## src/rtl/fp_mul_round_status.sv

```systemverilog
// Final two-stage FP32 multiplier pipeline: normalise and extract guard/sticky, then round,
// classify and pack the IEEE-754 single result with its status word (flush-to-zero).
module fp_mul_round_status (
    input  logic               clk,
    input  logic               rst,
    input  logic               in_valid,
    output logic               in_ready,
    input  logic               in_sign,
    input  logic signed [9:0]  in_exp,
    input  logic [47:0]        in_mant,
    input  logic               in_zero,
    input  logic               in_inf,
    input  logic               in_nan,
    input  logic [2:0]         rnd,
    output logic               out_valid,
    input  logic               out_ready,
    output logic [31:0]        z,
    output logic [7:0]         status
);

    logic               en;
    logic               s1_valid_q;
    logic               s1_sign_q, s1_zero_q, s1_inf_q, s1_nan_q, s1_g_q, s1_s_q;
    logic [2:0]         s1_rnd_q;
    logic [22:0]        s1_frac_q;
    logic signed [11:0] s1_exp_q;

    logic [22:0]        s1_frac_d;
    logic               s1_g_d, s1_s_d;
    logic signed [11:0] s1_exp_d;
    logic [2:0]         s1_rnd_d;

    logic               out_valid_q;
    logic [31:0]        z_q, z_d;
    logic [7:0]         status_q, status_d;

    function automatic logic round_inc(input logic [2:0] mode, input logic sign,
                                       input logic lsb, input logic g, input logic s);
        case (mode)
            3'd0:    round_inc = g & (s | lsb);
            3'd1:    round_inc = 1'b0;
            3'd2:    round_inc = ~sign & (g | s);
            3'd3:    round_inc = sign & (g | s);
            3'd4:    round_inc = g;
            3'd5:    round_inc = g | s;
            default: round_inc = g & (s | lsb);
        endcase
    endfunction

    assign en        = out_ready | ~out_valid_q;
    assign in_ready  = en;
    assign out_valid = out_valid_q;
    assign z         = z_q;
    assign status    = status_q;

    // Stage 1: normalise the product and split into fraction, guard and sticky
    always_comb begin
        s1_frac_d = in_mant[45:23];
        s1_g_d    = in_mant[22];
        s1_s_d    = |in_mant[21:0];
        s1_exp_d  = {{2{in_exp[9]}}, in_exp};
        if (in_mant[47]) begin
            s1_frac_d = in_mant[46:24];
            s1_g_d    = in_mant[23];
            s1_s_d    = |in_mant[22:0];
            s1_exp_d  = {{2{in_exp[9]}}, in_exp} + 12'sd1;
        end
        s1_rnd_d = (rnd > 3'd5) ? 3'd0 : rnd;
    end

    always_ff @(posedge clk) begin
        if (en) begin
            s1_sign_q <= in_sign;
            s1_zero_q <= in_zero;
            s1_inf_q  <= in_inf;
            s1_nan_q  <= in_nan;
            s1_rnd_q  <= s1_rnd_d;
            s1_frac_q <= s1_frac_d;
            s1_g_q    <= s1_g_d;
            s1_s_q    <= s1_s_d;
            s1_exp_q  <= s1_exp_d;
        end
    end

    // Stage 2: round, detect overflow/underflow, apply class priority and pack
    logic               inc, inexact, to_max, to_min;
    logic [23:0]        sum;
    logic signed [11:0] exp_r;

    always_comb begin
        inc     = round_inc(s1_rnd_q, s1_sign_q, s1_frac_q[0], s1_g_q, s1_s_q);
        sum     = {1'b0, s1_frac_q} + {23'd0, inc};
        exp_r   = s1_exp_q + (sum[23] ? 12'sd1 : 12'sd0);
        inexact = s1_g_q | s1_s_q;
        to_max  = (s1_rnd_q == 3'd1) | ((s1_rnd_q == 3'd2) & s1_sign_q)
                | ((s1_rnd_q == 3'd3) & ~s1_sign_q);
        to_min  = (s1_rnd_q == 3'd5) | ((s1_rnd_q == 3'd2) & ~s1_sign_q)
                | ((s1_rnd_q == 3'd3) & s1_sign_q);
        z_d      = {s1_sign_q, exp_r[7:0], sum[23] ? 23'd0 : sum[22:0]};
        status_d = {2'b00, inexact, 5'b00000};
        if (s1_nan_q | (s1_inf_q & s1_zero_q)) begin
            z_d      = 32'h7FC0_0000;
            status_d = 8'h04;
        end else if (s1_inf_q) begin
            z_d      = {s1_sign_q, 8'hFF, 23'd0};
            status_d = 8'h02;
        end else if (s1_zero_q) begin
            z_d      = {s1_sign_q, 31'd0};
            status_d = 8'h01;
        end else if (exp_r >= 12'sd255) begin
            z_d      = to_max ? {s1_sign_q, 31'h7F7F_FFFF} : {s1_sign_q, 8'hFF, 23'd0};
            status_d = 8'h30;
        end else if (exp_r <= 12'sd0) begin
            z_d      = to_min ? {s1_sign_q, 31'h0080_0000} : {s1_sign_q, 31'd0};
            status_d = 8'h28;
        end
    end

    always_ff @(posedge clk) begin
        if (rst) begin
            s1_valid_q  <= 1'b0;
            out_valid_q <= 1'b0;
            z_q         <= 32'd0;
            status_q    <= 8'd0;
        end else if (en) begin
            s1_valid_q  <= in_valid;
            out_valid_q <= s1_valid_q;
            z_q         <= z_d;
            status_q    <= status_d;
        end
    end

endmodule
```

## config.mk

```make
export PLATFORM = sky130hd
export DESIGN_NAME = fp_mul_round_status
export DESIGN_NICKNAME = d
export VERILOG_FILES = /design/src/rtl/fp_mul_round_status.sv
export SDC_FILE = /design/constraint.sdc
export NUM_CORES = 1
export LEC_CHECK = 0
export BUFFER_PORTS_ARGS = -buffer_cell sky130_fd_sc_hd__buf_2
export CORE_ASPECT_RATIO = 1.2
export CORE_MARGIN = 3
export CORE_UTILIZATION = 50
export CTS_CLUSTER_DIAMETER = 100
export DETAILED_ROUTE_END_ITERATION = 10
export PLACE_DENSITY = 0.75
export SLEW_MARGIN = 5
export SYNTH_ARGS = -nofsm -noshare
export SYNTH_HDL_FRONTEND = slang
export SYNTH_SLANG_ARGS = --single-unit
```

## constraint.sdc

```tcl
create_clock -name clk -period 4.6 [get_ports clk]
set_input_delay 0.92 -clock clk [delete_from_list [all_inputs] [get_ports clk]]
set_output_delay 0.92 -clock clk [all_outputs]
set_load 0.05 [all_outputs]
```

==> results of run 1 <==
[final cells by class]
class	count	area [um2]	area share, %
Clock buffer	12	188	3.48
Clock inverter	4	27.5	0.510
Inverter	11	41.3	0.766
Multi-Input combinational cell	336	2310	42.9
Sequential cell	83	2090	38.8
Tap cell	117	146	2.71
Timing Repair Buffer	114	586	10.9
[critical path, cell delays in order (launching register included)]
cell and delay (ps):
edfxtp_1 440, nor2b_1 190, and2_1 180, ha_1 270, nand2_1 50, a31oi_1 160
ha_1 230, nand3_1 170, nor3_2 230, ha_1 240, ha_1 260, nand3_1 160
nor3_1 420, o211a_1 260, a21oi_4 60, o21ai_2 490, o21ai_0 200
[metal layers]
layer,part of all wire [%],wire [um],track usage (%),vias up
met2,49,4990,32.7,139
met5,0,0,0,-
met3,6.8,692,5.38,10
li1,-,-,-,1866
met1,43,4350,26.0,1720
met4,1.5,148,8.60,0
[path summary, 6_finish.rpt]
check,endpoint,slack [ps],from,depth (start not counted)
min,z[31],450,z[31],2
min reg2reg,z[31],450,z[31],2
max,z[12],460,s1_rnd_q[1],16
max reg2reg,z[12],460,s1_rnd_q[1],16
[stage by stage]
stage,setup WS (ps),power [mW]
floorplan,704,1.08
global placement,650,1.17
detailed placement,444,1.17
CTS,457,1.71
global route,88.9,1.77
finish,460,1.70
[cells in the final DEF, fill, tap and decap left out, drive strengths merged, types with 3 or more instances in the layout]
cell type	n
nand2	50
dfxtp	40
nand3	28
a21boi	13
a21oi	20
o21ai	16
a21o	3
a31oi	4
and3	6
nand4	10
clkbuf	12
nor2b	4
buf	114
nor4	9
xor2	12
mux2	26
edfxtp	43
a22oi	16
or3	3
inv	14
o211ai	8
xnor2	23
ha	7
o21bai	3
nor3	11
nor2	33
[Yosys cell counts, drive strengths merged (12+ instances only)]
library cell / number / area [um2]
a21boi: 13 / 97.6
a21oi: 20 / 123
a22oi: 16 / 120
buf: 15 / 98.8
dfxtp: 40 / 801
edfxtp: 43 / 1290
mux2: 26 / 293
nand2: 50 / 190
nand3: 28 / 145
nor2: 33 / 131
o21ai: 16 / 83.8
xnor2: 23 / 201
xor2: 12 / 105
[flip-flops by register name (all words and copies together) (netlist names)]
register / count
status: 6
s1_g_q: 1
s1_nan_q: 1
s1_sign_q: 1
s1_zero_q: 1
s1_rnd_q: 3
z: 32
s1_valid_q: 1
s1_inf_q: 1
out_valid: 1
s1_s_q: 1
s1_exp_q: 11
s1_frac_q: 23
[cells by family after synthesis]
kind of cell	count (synthesis)	share of synthesized area, %
AND/OR/NAND/NOR	167	19.4
AO/OA/AOI/OAI	98	15.6
flip-flops	83	45.9
XOR/XNOR	35	6.73
buffers and inverters	33	3.65
multiplexers	27	6.65
adder cells (fa/ha/maj)	7	1.92
other	1	0.0823
[power groups by stage]
stage	Combinational [mW]	Clock [mW]	Sequential (mW)
2_1_floorplan	0.155	0	0.928
3_3_place_gp	0.273	0	0.892
3_5_place_dp	0.278	0	0.894
4_1_cts	0.280	0.553	0.878
5_1_grt	0.305	0.583	0.886
6_report	0.279	0.538	0.879
==> results.sh, run 1 <==
export IMPL_status="complete, no violations"
export IMPL_postLayoutCoreUtil_pct=62.0
export IMPL_antenna_left=0
export IMPL_final_setup_tns_ps=0
export IMPL_cp_required_ps=4830
export IMPL_hp_class="flop to flop"
export IMPL_htree_levels=3
export IMPL_grt_usage_pct=20.4
export IMPL_rsz0062_at_grt="no"
export IMPL_drt_iter0_drc=227
export IMPL_finish_instance_area_um2=5390
export IMPL_internal_power_mw=1.22
export IMPL_sw_frac_of_total_pct=28.2
export IMPL_final_cells=677
export IMPL_worst_hold_slack_ps=454
export IMPL_peakVddDrop_v=0.000156
export IMPL_clk_pin_slew_ps=90
export IMPL_drt_pass1_iter_count=4
export IMPL_p_leak_nw=2.20
export IMPL_syn_area_um2=4560
export IMPL_drt_wl_total_um=10200
export IMPL_cts_repair_resized=0
export IMPL_yosysUniqueCellTypes=63
export IMPL_clkPwrFrac_pct=31.7
export IMPL_die_y_um=111
export IMPL_boundaryPins=111
export IMPL_dpl_cell_count=661
export IMPL_combPwrFrac_pct=16.5
export IMPL_placedInstanceArea_um2=5180
export IMPL_place_gp_congestion=0.946
export IMPL_max_freq_mhz=242
export IMPL_routed_via_density=5.52
export IMPL_dieArea_um2=10300
export IMPL_wl_per_cell_um=15.0
export IMPL_grt_ovfl_total=0
export IMPL_grt_pass1_vias=3596
export IMPL_cts_hold_fix_buffers=0
export IMPL_layout_min_cycle_time_ps=4140
export IMPL_p_switching_uw=478
export IMPL_worst_setup_path_end_kind="flop"
export IMPL_num_rows=37
export IMPL_tightest_slew_ps=725
export IMPL_slew_violations=0
export IMPL_path_class="flop to flop"
export IMPL_synthFlopType="edfxtp_1"
export IMPL_clk_latency_ps=370
export IMPL_io_buffers=108
export IMPL_core_um2=8700
export IMPL_syn_area_per_cell_um2=10.1
export IMPL_max_cap_violations=0
export IMPL_cts_root_buf="clkbuf_8"
export IMPL_synthArstFlopShare_pct=0
export IMPL_num_vias=3735
export IMPL_setup_violations=0
export IMPL_antenna_found_initial=0
export IMPL_nets=631
export IMPL_hpwl_um=7910
export IMPL_cts_tree="built"
export IMPL_diodes=0
export IMPL_area_delta_synth_final_pct=18.4
export IMPL_die_w_um=93.1
export IMPL_power_density_nw_per_um2=314
export IMPL_clk_path_buf_depth=2
export IMPL_ys_seq_elements=83
export IMPL_drive_gt1_share_pct=31.3
export IMPL_skew_ps=17.7
export IMPL_yosysWarnings=0
export IMPL_start_util_pct=52.3
export IMPL_cts_buffers=9
export IMPL_drc=0
export IMPL_fin_crit_sh_pct=90.0
export IMPL_seq_power_share_pct=51.8
export IMPL_synthCells=451
export IMPL_synth_edff_count=43
export IMPL_grt_pass1_wl_um=16900
export IMPL_start_kind="flop"
export IMPL_cp_data_arrival_time_ps=4370
export IMPL_fillCellCount=747
export IMPL_timing_slew_headroom_pct=51.0
export IMPL_cts_setup_buffers=0
export IMPL_grt_max_degree=33
export IMPL_crit_fanout=14
export IMPL_hold_viol=0
export IMPL_cts_sinks=83
export IMPL_synth_seq_area_share_pct=45.9
Note: power is estimated with default switching activity, not from simulation.
==> run 2: changes to the inputs <==
BUFFER_PORTS_ARGS = default   (was -buffer_cell sky130_fd_sc_hd__buf_2)
DONT_BUFFER_PORTS = 1   (was default)
MAX_ROUTING_LAYER = met4   (was default)
PLACE_DENSITY = default   (was 0.75)
==> run 2 against run 1 <==
  * Critical path depth unchanged
  * Global-route usage decreased by 0.64 points
  * Critical endpoint is now z[9]
  * Sequential share of layout area increased by 4.5 points
  * Combinational power decreased by 38%
  * Power decreased by 5.2%
  * Critical path type unchanged
  * Core utilization decreased by 6.5 points
  * Cell area decreased by 10%
  * Sequential power increased by 5.8%
==> results.sh, run 2 (synthesis gave the netlist of run 1 again) <==
export IMPL_fillCellCount=809
export IMPL_cts_repair_resized=0
export IMPL_fin_ws_ps=356
export IMPL_largest_reg_flops=32
export IMPL_final_cell_mix="nand2_1, edfxtp_1, dfxtp_1, nor2_1, nand3_1"
export IMPL_cts_tree="built"
export IMPL_cts_sinks=83
export IMPL_tightest_slew_ps=798
export IMPL_grtUsageMet3_pct=6.06
export IMPL_status="complete, no violations"
export IMPL_clk_latency_ps=350
export IMPL_io_buffers=0
export IMPL_cts_hold_fix_buffers=0
export IMPL_busiest_layer="met2"
export IMPL_clk_path_buf_depth=2
export IMPL_grt_pass1_wl_um=15800
export IMPL_drt_wl_total_um=9640
export IMPL_max_cap_violations=0
export IMPL_power_density_nw_per_um2=333
export IMPL_die_w_um=93.1
export IMPL_start_kind="flop"
export IMPL_place_gp_congestion=0.877
export IMPL_postLayoutCoreUtil_pct=55.5
export IMPL_grt_ovfl_total=0
export IMPL_drive_gt1_share_pct=14.4
export IMPL_cts_root_buf="clkbuf_8"
export IMPL_fin_crit_sh_pct=92.3
export IMPL_drc=0
export IMPL_slew_violations=0
export IMPL_antenna_found_initial=0
export IMPL_layout_min_cycle_time_ps=4240
export IMPL_p_total_mw=1.61
export IMPL_grt_pass1_vias=3245
export IMPL_num_vias=3268
export IMPL_final_cells=569
export IMPL_nets=523
export IMPL_start_util_pct=52.3
export IMPL_dpl_cell_count=553
export IMPL_drt_pass1_iter_count=6
export IMPL_hold_viol=0
export IMPL_hp_class="flop to flop"
export IMPL_die_y_um=111
export IMPL_p_leak_nw=1.71
export IMPL_peakVddDrop_v=0.000146
export IMPL_path_class="flop to flop"
export IMPL_grt_usage_pct=19.8
export IMPL_max_freq_mhz=236
export IMPL_skew_ps=12.9
export IMPL_worst_hold_slack_ps=453
export IMPL_routed_via_density=5.74
export IMPL_boundaryPins=111
export IMPL_diodes=0
export IMPL_core_um2=8700
export IMPL_wl_per_cell_um=16.9
export IMPL_timing_slew_headroom_pct=46.1
export IMPL_antenna_left=0
export IMPL_cts_buffers=9
export IMPL_cp_data_arrival_time_ps=4520
export IMPL_finish_instance_area_um2=4830
export IMPL_cts_setup_buffers=0
export IMPL_mostFrequentLayoutCell="nand2_1"
export IMPL_drt_iter0_drc=143
export IMPL_setup_violations=0
export IMPL_crit_fanout=20
export IMPL_rsz0062_at_grt="no"
export IMPL_area_delta_synth_final_pct=6.01
export IMPL_grt_max_degree=53
export IMPL_htree_levels=3
export IMPL_met1_usage_pct=27.1
export IMPL_cp_required_ps=4880
export IMPL_clk_pin_slew_ps=80
export IMPL_placedInstanceArea_um2=4640
export IMPL_final_setup_tns_ps=0
export IMPL_worst_setup_path_end_kind="flop"
export IMPL_hpwl_um=7400
export IMPL_use_met2_pct=28.6
export IMPL_dieArea_um2=10300
export IMPL_num_rows=37
export IMPL_dp_slack_ps=324
-- run 2: critical path, stage by stage, from the launching register on --
cell and delay [ps]:
edfxtp_1 430, nor2b_1 190, and2_1 180, ha_1 270
nand2_1 40, a31oi_1 180, ha_1 250, nand3_1 180
nor3_2 270, ha_1 250, ha_1 260, nand3_1 160
nor3_1 460, o211a_1 280, a21o_2 370, nand2_1 260
o211ai_1 150
-- run 2: layout make-up --
class                           count  area [um2]  area share [%]
Timing Repair Buffer                6        45.0           0.933
Clock buffer                       15         188            3.89
Tap cell                          117         146            3.03
Multi-Input combinational cell    336        2310            47.9
Inverter                           11        41.3           0.855
Sequential cell                    83        2090            43.3
Clock inverter                      1        5.00           0.104
-- run 2: final timing paths --
kind                            slack (ps)         from         end  depth (start not counted)
worst max-delay path                   360  s1_rnd_q[1]        z[9]                         16
worst min-delay path                   450   s1_valid_q  s1_valid_q                          2
worst max register to register         360  s1_rnd_q[1]        z[9]                         16
worst min register to register         450   s1_valid_q  s1_valid_q                          2
-- run 2: where the power goes --
group	switching, mW	leakage, nW	internal, mW
sequential	0.0991	0.777	0.831
clock	0.244	0.0989	0.259
combinational	0.0954	0.835	0.0791
total	0.438	1.71	1.17
-- run 2: per-layer routing --
| layer | part of all wire, % | up-vias |
|---|---|---|
| li1 | - | 1650 |
| met5 | 0 | - |
| met4 | 0.91 | 0 |
| met1 | 47 | 1513 |
| met2 | 44 | 96 |
| met3 | 7.5 | 9 |
==> run 3: changes to the inputs <==
PLACE_DENSITY = 0.65   (was default)
SKIP_CTS_REPAIR_TIMING = 1   (was default)
==> run 3 against run 2 <==
  * Core utilization down 0.13 points
  * Die area unchanged
  * Highest routed layer unchanged
  * Critical path depth unchanged
  * Worst hold slack better by 7.3 ps
  * Clock power down 6.2%
  * First-iteration DRC count up 2.1%
  * Cell area down 0.23%
==> results.sh, run 3 (synthesis gave the netlist of run 1 again) <==
export IMPL_status="complete, no violations"
export IMPL_p_switching_uw=447
export IMPL_max_freq_mhz=249
export IMPL_start_util_pct=52.3
export IMPL_diodes=0
export IMPL_routed_via_density=5.88
export IMPL_cp_required_ps=4830
export IMPL_timing_slew_headroom_pct=38.6
export IMPL_worst_hold_slack_ps=460
export IMPL_fin_crit_sh_pct=87.2
export IMPL_die_w_um=93.1
export IMPL_combPwrFrac_pct=11.1
export IMPL_drt_iter0_drc=146
export IMPL_place_gp_congestion=0.916
export IMPL_peakVddDrop_v=0.000177
export IMPL_dpl_cell_count=553
export IMPL_setup_violations=0
export IMPL_core_um2=8700
export IMPL_cts_root_buf="clkbuf_8"
export IMPL_cp_data_arrival_time_ps=4240
export IMPL_p_total_mw=1.58
export IMPL_final_cell_mix="nand2_1, edfxtp_1, dfxtp_1, nor2_1, nand3_1"
export IMPL_clkPwrFrac_pct=29.9
export IMPL_mostFrequentLayoutCell="nand2_1"
export IMPL_rsz0062_at_grt="no"
export IMPL_hp_class="flop to flop"
export IMPL_sw_frac_of_total_pct=28.3
export IMPL_slew_violations=0
export IMPL_path_class="flop to flop"
export IMPL_boundaryPins=111
export IMPL_htree_levels=3
export IMPL_largest_reg_flops=32
export IMPL_seq_power_share_pct=59.0
export IMPL_crit_fanout=14
export IMPL_dieArea_um2=10300
export IMPL_cts_sinks=83
export IMPL_drt_pass1_iter_count=5
export IMPL_internal_power_mw=1.13
export IMPL_grt_pass1_wl_um=16400
export IMPL_cts_buffers=9
export IMPL_start_kind="flop"
export IMPL_power_density_nw_per_um2=328
export IMPL_cts_tree="built"
export IMPL_tightest_slew_ps=921
export IMPL_num_rows=37
export IMPL_critical_path_buf_inv_count=0
export IMPL_grt_pass1_vias=3312
export IMPL_hold_viol=0
export IMPL_grt_max_degree=40
export IMPL_p_leak_nw=1.71
export IMPL_clk_pin_slew_ps=80
export IMPL_final_setup_tns_ps=0
export IMPL_wl_per_cell_um=17.4
export IMPL_nets=523
export IMPL_fillCellCount=816
export IMPL_hpwl_um=7560
export IMPL_grt_usage_pct=20.7
export IMPL_drc=0
export IMPL_cp_common_cell="ha_1"
export IMPL_critPathSlowestCell="o21ai_2"
export IMPL_die_y_um=111
export IMPL_layout_min_cycle_time_ps=4010
export IMPL_clk_latency_ps=370
export IMPL_drt_wl_total_um=9880
export IMPL_final_cells=568
export IMPL_grt_ovfl_total=0
export IMPL_path_delay_family="simple AND/OR/NAND/NOR gates"
export IMPL_antenna_found_initial=0
export IMPL_io_buffers=0
export IMPL_num_vias=3338
export IMPL_skew_ps=14.8
export IMPL_worst_setup_path_end_kind="flop"
export IMPL_clk_path_buf_depth=2
export IMPL_max_stage_delay_ps=490
export IMPL_max_cap_violations=0
export IMPL_antenna_left=0
export IMPL_drive_gt1_share_pct=15.1
export IMPL_cp_cell_sequence="nor2b_1 -> and2_1 -> ha_1 -> nand2_1 -> a31oi_1 -> ha_1 -> nand3_1 -> nor3_2 -> ha_1 -> ha_1 -> nand3_1 -> nor3_2 -> o211a_1 -> a21oi_4 -> o21ai_2 -> a22oi_1"
export IMPL_area_delta_synth_final_pct=5.77
==> run 3: power by group through the flow <==
stage | clock network [mW] | logic (mW) | registers, mW
finish | 0.472 | 0.176 | 0.932
global route | 0.515 | 0.199 | 0.939
CTS | 0.490 | 0.177 | 0.931
detailed placement | 0 | 0.175 | 0.949
global placement | 0 | 0.173 | 0.947
floorplan | 0 | 0.155 | 0.928
==> run 3: final timing paths <==
kind	startpoint	to	slack (ps)	depth (start not counted)
max	s1_rnd_q[1]	z[20]	590	16
max reg2reg	s1_rnd_q[1]	z[20]	590	16
min	s1_valid_q	s1_valid_q	460	2
min reg2reg	s1_valid_q	s1_valid_q	460	2
==> run 3: routing by layer <==
metal	global-route usage, %	up-vias	routed length (um)
li1	-	1651	-
met1	25.4	1551	4270
met2	31.6	118	4570
met3	5.38	18	768
met4	10.1	0	262
met5	-	-	0
==> run 3: worst register-to-register path: cells and delay by family (launching register included) <==
kind / cells / cell delay, ps
AO/OA/AOI/OAI: 5 / 1140
AND/OR/NAND/NOR: 7 / 1300
adder cells (fa/ha/maj): 4 / 1010
flip-flops: 1 / 430
==> run 3: stage by stage <==
stage / setup slack [ps] / cell area [um2] / utilization, %
CTS: 402 / 4810 / 55.3
detailed placement: 395 / 4640 / 53.3
finish: 587 / 4820 / 55.4
global route: 104 / 4820 / 55.4
global placement: 622 / 4640 / 53.3
floorplan: 704 / 4560 / -
==> run 3: cell type report <==
class / instances / area (um2) / area share, %
multi-input combinational: 336 / 2320 / 48.1
sequential: 83 / 2090 / 43.4
clock buffer: 11 / 151 / 3.14
tap: 117 / 146 / 3.04
timing repair buffer: 6 / 45.0 / 0.935
inverter: 11 / 41.3 / 0.857
clock inverter: 4 / 25.0 / 0.519
